$ cat config.mk
export PLATFORM = sky130hd
export DESIGN_NAME = pc_sequencer_flat
export DESIGN_NICKNAME = d
export VERILOG_FILES = /design/src/rtl/pc_sequencer_if.sv /design/src/rtl/pc_sequencer.sv /design/src/flat_wrapper.sv
export SDC_FILE = /design/constraint.sdc
export NUM_CORES = 1
export LEC_CHECK = 0
export CORE_MARGIN = 8
export CORE_UTILIZATION = 54
export DETAILED_ROUTE_END_ITERATION = 16
export PLACE_DENSITY_LB_ADDON = 0.12
export SLEW_MARGIN = 10
export SYNTH_ARGS = -nofsm -noshare
export SYNTH_HDL_FRONTEND = slang
export SYNTH_SLANG_ARGS = --single-unit
export TNS_END_PERCENT = 10
$ cat constraint.sdc
create_clock -name clk -period 2.72 [get_ports clk]
set_input_delay 0.544 -clock clk [delete_from_list [all_inputs] [get_ports clk]]
set_output_delay 0.544 -clock clk [all_outputs]
set_load 0.02 [all_outputs]
$ cat src/rtl/pc_sequencer_if.sv
// Fetch-stage control bundle between decode/execute (master) and the PC sequencer (slave).
interface pc_sequencer_if #(
   parameter int unsigned ADDR_WIDTH = 16,
   parameter int unsigned RAS_DEPTH  = 4
) ();
   logic                          stall;
   logic                          exc;
   logic                          branch_taken;
   logic [ADDR_WIDTH-1:0]         branch_target;
   logic                          jump;
   logic                          call;
   logic [ADDR_WIDTH-1:0]         jump_target;
   logic                          ret;
   logic [ADDR_WIDTH-1:0]         pc;
   logic [$clog2(RAS_DEPTH):0]    ras_count;
   logic                          ras_underflow;

   modport master (
      output stall, exc, branch_taken, branch_target, jump, call, jump_target, ret,
      input  pc, ras_count, ras_underflow
   );

   modport slave (
      input  stall, exc, branch_taken, branch_target, jump, call, jump_target, ret,
      output pc, ras_count, ras_underflow
   );
endinterface

$ cat src/rtl/pc_sequencer.sv
// Next-PC selection for the fetch stage with a circular return-address stack.
module pc_sequencer #(
   parameter int unsigned ADDR_WIDTH   = 16,
   parameter int unsigned PC_STEP      = 1,
   parameter int unsigned RESET_VECTOR = 0,
   parameter int unsigned EXC_VECTOR   = 8,
   parameter int unsigned RAS_DEPTH    = 4
) (
   input logic          clk,
   input logic          reset,
   pc_sequencer_if.slave bus
);
   localparam int unsigned PW = $clog2(RAS_DEPTH);
   localparam int unsigned CW = PW + 1;

   // One source per cycle, listed in priority order; the datapath only decodes this.
   typedef enum logic [2:0] {
      SRC_EXC, SRC_HOLD, SRC_RET, SRC_UNDER, SRC_JUMP, SRC_CALL, SRC_BRANCH, SRC_SEQ
   } src_e;

   src_e                  src;
   logic [ADDR_WIDTH-1:0] pc_q, pc_d, pc_inc;
   logic [ADDR_WIDTH-1:0] ras_q [RAS_DEPTH];
   logic [PW-1:0]         top_q, top_d, top_dec;
   logic [CW-1:0]         cnt_q, cnt_d;
   logic                  under_q, under_d;
   logic                  push;

   assign pc_inc  = pc_q + ADDR_WIDTH'(PC_STEP);
   assign top_dec = top_q - PW'(1);

   always_comb begin
      src = SRC_SEQ;
      if (bus.exc)
         src = SRC_EXC;
      else if (bus.stall)
         src = SRC_HOLD;
      else if (bus.ret)
         src = (cnt_q == '0) ? SRC_UNDER : SRC_RET;
      else if (bus.jump)
         src = bus.call ? SRC_CALL : SRC_JUMP;
      else if (bus.branch_taken)
         src = SRC_BRANCH;
   end

   always_comb begin
      pc_d    = pc_inc;
      top_d   = top_q;
      cnt_d   = cnt_q;
      under_d = 1'b0;
      push    = 1'b0;
      case (src)
         SRC_EXC: begin
            pc_d  = ADDR_WIDTH'(EXC_VECTOR);
            cnt_d = '0;
            top_d = '0;
         end
         SRC_HOLD:   pc_d = pc_q;
         SRC_RET: begin
            pc_d  = ras_q[top_dec];
            top_d = top_dec;
            cnt_d = cnt_q - CW'(1);
         end
         SRC_UNDER:  under_d = 1'b1;
         SRC_JUMP:   pc_d = bus.jump_target;
         SRC_CALL: begin
            // Full stack keeps counting at RAS_DEPTH; the wrapped top pointer overwrites the oldest entry.
            pc_d  = bus.jump_target;
            push  = 1'b1;
            top_d = top_q + PW'(1);
            if (cnt_q != CW'(RAS_DEPTH))
               cnt_d = cnt_q + CW'(1);
         end
         SRC_BRANCH: pc_d = bus.branch_target;
         default:    pc_d = pc_inc;
      endcase
   end

   always_ff @(posedge clk) begin
      if (reset) begin
         pc_q    <= ADDR_WIDTH'(RESET_VECTOR);
         top_q   <= '0;
         cnt_q   <= '0;
         under_q <= 1'b0;
      end else begin
         pc_q    <= pc_d;
         top_q   <= top_d;
         cnt_q   <= cnt_d;
         under_q <= under_d;
      end
   end

   always_ff @(posedge clk) begin
      if (!reset && push)
         ras_q[top_q] <= pc_inc;
   end

   assign bus.pc            = pc_q;
   assign bus.ras_count     = cnt_q;
   assign bus.ras_underflow = under_q;
endmodule

$ cat src/flat_wrapper.sv
// flat-port wrapper written by rule: the top's interface ports become plain ports
module pc_sequencer_flat 
#(
   parameter int unsigned ADDR_WIDTH   = 16,
   parameter int unsigned PC_STEP      = 1,
   parameter int unsigned RESET_VECTOR = 0,
   parameter int unsigned EXC_VECTOR   = 8,
   parameter int unsigned RAS_DEPTH    = 4
)
  (clk, reset, bus_stall, bus_exc, bus_branch_taken, bus_branch_target, bus_jump, bus_call, bus_jump_target, bus_ret, bus_pc, bus_ras_count, bus_ras_underflow);
  pc_sequencer_if #(.ADDR_WIDTH(ADDR_WIDTH), .RAS_DEPTH(RAS_DEPTH)) bus_i ();
  input logic clk;
  input logic reset;
  input wire logic [$bits(bus_i.stall)-1:0] bus_stall;
  input wire logic [$bits(bus_i.exc)-1:0] bus_exc;
  input wire logic [$bits(bus_i.branch_taken)-1:0] bus_branch_taken;
  input wire logic [$bits(bus_i.branch_target)-1:0] bus_branch_target;
  input wire logic [$bits(bus_i.jump)-1:0] bus_jump;
  input wire logic [$bits(bus_i.call)-1:0] bus_call;
  input wire logic [$bits(bus_i.jump_target)-1:0] bus_jump_target;
  input wire logic [$bits(bus_i.ret)-1:0] bus_ret;
  output wire logic [$bits(bus_i.pc)-1:0] bus_pc;
  output wire logic [$bits(bus_i.ras_count)-1:0] bus_ras_count;
  output wire logic [$bits(bus_i.ras_underflow)-1:0] bus_ras_underflow;
  assign bus_i.stall = bus_stall;
  assign bus_i.exc = bus_exc;
  assign bus_i.branch_taken = bus_branch_taken;
  assign bus_i.branch_target = bus_branch_target;
  assign bus_i.jump = bus_jump;
  assign bus_i.call = bus_call;
  assign bus_i.jump_target = bus_jump_target;
  assign bus_i.ret = bus_ret;
  assign bus_pc = bus_i.pc;
  assign bus_ras_count = bus_i.ras_count;
  assign bus_ras_underflow = bus_i.ras_underflow;
  pc_sequencer #(.ADDR_WIDTH(ADDR_WIDTH), .PC_STEP(PC_STEP), .RESET_VECTOR(RESET_VECTOR), .EXC_VECTOR(EXC_VECTOR), .RAS_DEPTH(RAS_DEPTH)) u_core (.clk(clk), .reset(reset), .bus(bus_i));
endmodule
==> impl_metrics.csv <==
group,metric,value,unit
critical_path,crit_arrival,2.64,ns
cts,clock_latency,0.36,ns
logic_synthesis,syn-instance-count,314,
floorplan,die_x,103,um
global_routing,grt_antenna_before_repair,0,
power_and_ir_drop,p_seq_share,53.2,%
global_routing,use_met3,5.81,%
critical_path,cp-end-kind,"flop",
logic_synthesis,synthesis.nets,360,
critical_path,worst_r2r_path_depth,7,
global_routing,grt_pass1_vias,3037,
power_and_ir_drop,power_leakage,1.73,nW
placed_design,place_congestion,0.838,
logic_synthesis,synth_top_cell_area_share,47.2,%
floorplan,die_h,103,um
critical_path,cp.required,3.00,ns
power_and_ir_drop,pwr-share-comb,10.6,%
logic_synthesis,async_flop_share,0,%
placed_design,port-buffer-count,59,
global_routing,grt_max_degree,21,
detailed_routing,dr.pass1.iters,4,
cts,cts-resized-gates,0,
timing,period_share,86.7,%
placed_design,placed_area,4880,um2
global_routing,gr-max-usage-layer,"met2",
cts,cts_sinks,86,
logic_synthesis,seq_area_frac_synth,58.0,%
floorplan,coreArea,7290,um2
logic_synthesis,synth_seq_cells,86,
min_path,min_path_cells,2,
power_and_ir_drop,internal_power,2.10,mW
floorplan,ios,60,
power_and_ir_drop,swShare,23.3,%
power_and_ir_drop,ir_worst_vdd,351,uV
detailed_routing,wl_per_cell,21.2,um
cts,htree_levels,3,
timing,setup_violations,0,
timing,finalHoldViolations,0,
job,maxCapViolCount,0,
power_and_ir_drop,p_switching,638,uW
layout,final_common_cell,"edfxtp_1",
layout,antenna_cells,0,
logic_synthesis,synth-main-ff-cell,"edfxtp_1",
floorplan,rows,31,
detailed_routing,ant_nets,0,
timing,fin_setup_tns,0,ns
cts,cts_setup_buffers,0,
global_routing,met2_usage,35.0,%
timing,worst_slew_pin_slew,0.685,ns
detailed_routing,via_count,2911,
cts,hold_buffers,0,
critical_path,regToRegSetupSlack,0.58,ns
cts,clock_path_buffers,2,
detailed_routing,drcViolationCount,0,
detailed_routing,drt_iter0_markers,146,
cts,root_buffer,"clkbuf_8",
logic_synthesis,synth_area_leader_cell,"edfxtp_1",
logic_synthesis,yosysWarningCount,0,
power_and_ir_drop,clock_power_share,36.2,%
layout,nets,428,
min_path,hp-class,"flop to flop",
cts,cts_tree,"done",
layout,drive_above_1_share,14.5,%
timing,slew_violations,0,
cts,clk_pin_slew,0.09,ns
critical_path,reg2reg_to,"u_core.bus.pc[3]",
detailed_routing,wl,10300,um
placed_design,dp_hpwl,7310,um
power_and_ir_drop,power,2.74,mW
logic_synthesis,synth_cell_types,49,
cts,numCtsBuffers,9,
power_and_ir_drop,powerDensity,537,nW/um2
critical_path,path_max_fanout,15,
critical_path,crit_start,"bus_ret",
critical_path,crit_type,"input pin to flop",
timing,fmax,424,MHz
critical_path,r2r-start,"u_core.top_q[1]",
global_routing,grt_usage,20.9,%
layout,final_cell_area,5100,um2
timing,max_slew_margin,54.3,%
timing,rsz0062_at_grt,"false",
min_path,hold_path.startpoint,"u_core.top_q[1]",
layout,layout_common_cells,"edfxtp_1 (64), clkdlybuf4s50_1 (59), a21oi_1 (26), nor2_1 (23), dfxtp_1 (22)",
min_path,holdPathEnd,"u_core.top_q[1]",
global_routing,grt_first_pass_wirelength,16500,um
logic_synthesis,synth_edf_count,64,
critical_path,startpoint_type,"input pin",
detailed_routing,viasPerCell,5.99,
logic_synthesis,synth.area.top_cells,"edfxtp_1 (47%), dfxtp_1 (11%), mux4_2 (8.8%)",
run_status,run_status,"completed",
layout,area_growth_syn_to_layout,25.1,%
floorplan,die-area,10600,um2
global_routing,overflow,0,
timing,finClkSkew,0.0112,ns
global_routing,met1_usage,25.5,%
logic_synthesis,syn_avg_cell_area,13.0,um2
logic_synthesis,synth_area,4080,um2
floorplan,initial_core_util,55.9,%
timing,layout_min_cycle_time,2.36,ns
## per-layer routing
layer  share of wire [%]  vias up
met5                   0        -
met4                 1.2        0
met3                 7.0       11
met2                  52       96
met1                  40     1450
li1                    -     1354
## cell families after synthesis
| logic type | share of synthesized area, % |
|---|---|
| buffers and inverters | 3.81 |
| adder cells (fa/ha/maj) | 2.03 |
| AND/OR/NAND/NOR | 11.7 |
| multiplexers | 9.61 |
| flip-flops | 58.0 |
| XOR/XNOR | 2.58 |
| AO/OA/AOI/OAI | 12.3 |
## synth_stat cells, types with 5 or more instances
| cell type | n |
|---|---|
| dfxtp_1 | 22 |
| o2bb2ai_1 | 7 |
| nor3_1 | 13 |
| buf_2 | 7 |
| mux4_2 | 16 |
| o21ai_0 | 5 |
| a221oi_1 | 9 |
| and2_1 | 6 |
| nor2_1 | 23 |
| edfxtp_1 | 64 |
| ha_1 | 5 |
| xnor2_1 | 6 |
| clkbuf_1 | 9 |
| nand3_1 | 9 |
| xor2_1 | 6 |
| a21oi_1 | 26 |
| inv_1 | 12 |
| nand2_1 | 12 |
## worst max path at each step
| stage | slack (ns) | end | depth (start not counted) |
|---|---|---|---|
| 6_report | 0.36 | u_core.bus.pc[6] | 6 |
| 5_1_grt | 0.22 | u_core.bus.pc[6] | 6 |
| 4_1_cts | 0.41 | u_core.bus.pc[6] | 6 |
| 3_5_place_dp | 0.02 | u_core.bus.pc[6] | 6 |
| 3_3_place_gp | 0.12 | u_core.bus.pc[0] | 7 |
| 2_1_floorplan | 0.22 | u_core.bus.pc[13] | 9 |
## power by group through the flow
stage          sequential [mW]  clock, mW  combinational, mW
6_report                  1.46      0.991              0.291
5_1_grt                   1.46       1.06              0.316
4_1_cts                   1.45       1.00              0.293
3_5_place_dp              1.48          0              0.291
3_3_place_gp              1.48          0              0.286
2_1_floorplan             1.50          0              0.136
## area by class of cell
| type | count | area, um2 |
|---|---|---|
| Tap cell | 99 | 124 |
| Sequential cell | 86 | 2360 |
| Inverter | 12 | 45.0 |
| Fill cell | 555 | 2190 |
| Multi-Input combinational cell | 196 | 1560 |
| Timing Repair Buffer | 77 | 788 |
| Clock buffer | 10 | 128 |
| Clock inverter | 6 | 93.8 |
## registers in the layout, summed over array words and instances, names as in the netlist
signal	flops
u_core.bus.ras_underflow	1
u_core.top_q	2
u_core.ras_q	64
u_core.bus.ras_count	3
u_core.bus.pc	16
## critical path: stages
cell and delay, ns:
clkdlybuf4s50_1 0.61, nor4b_4 0.27, a311o_1 0.19, and2_1 0.58, a221oi_1 0.22, nor3_1 0.21
## per-stage QoR
step / instances / hold slack, ns / worst slack [ns] / util (%)
2_1_floorplan: 314 / 0.510 / 0.221 / -
3_3_place_gp: 470 / 0.537 / 0.122 / 66.9
3_5_place_dp: 470 / 0.549 / 0.0209 / 66.9
4_1_cts: 486 / 0.562 / 0.406 / 69.9
5_1_grt: 486 / 0.588 / 0.215 / 69.9
6_report: 486 / 0.563 / 0.361 / 69.9
(Power assumes the default switching activity.)
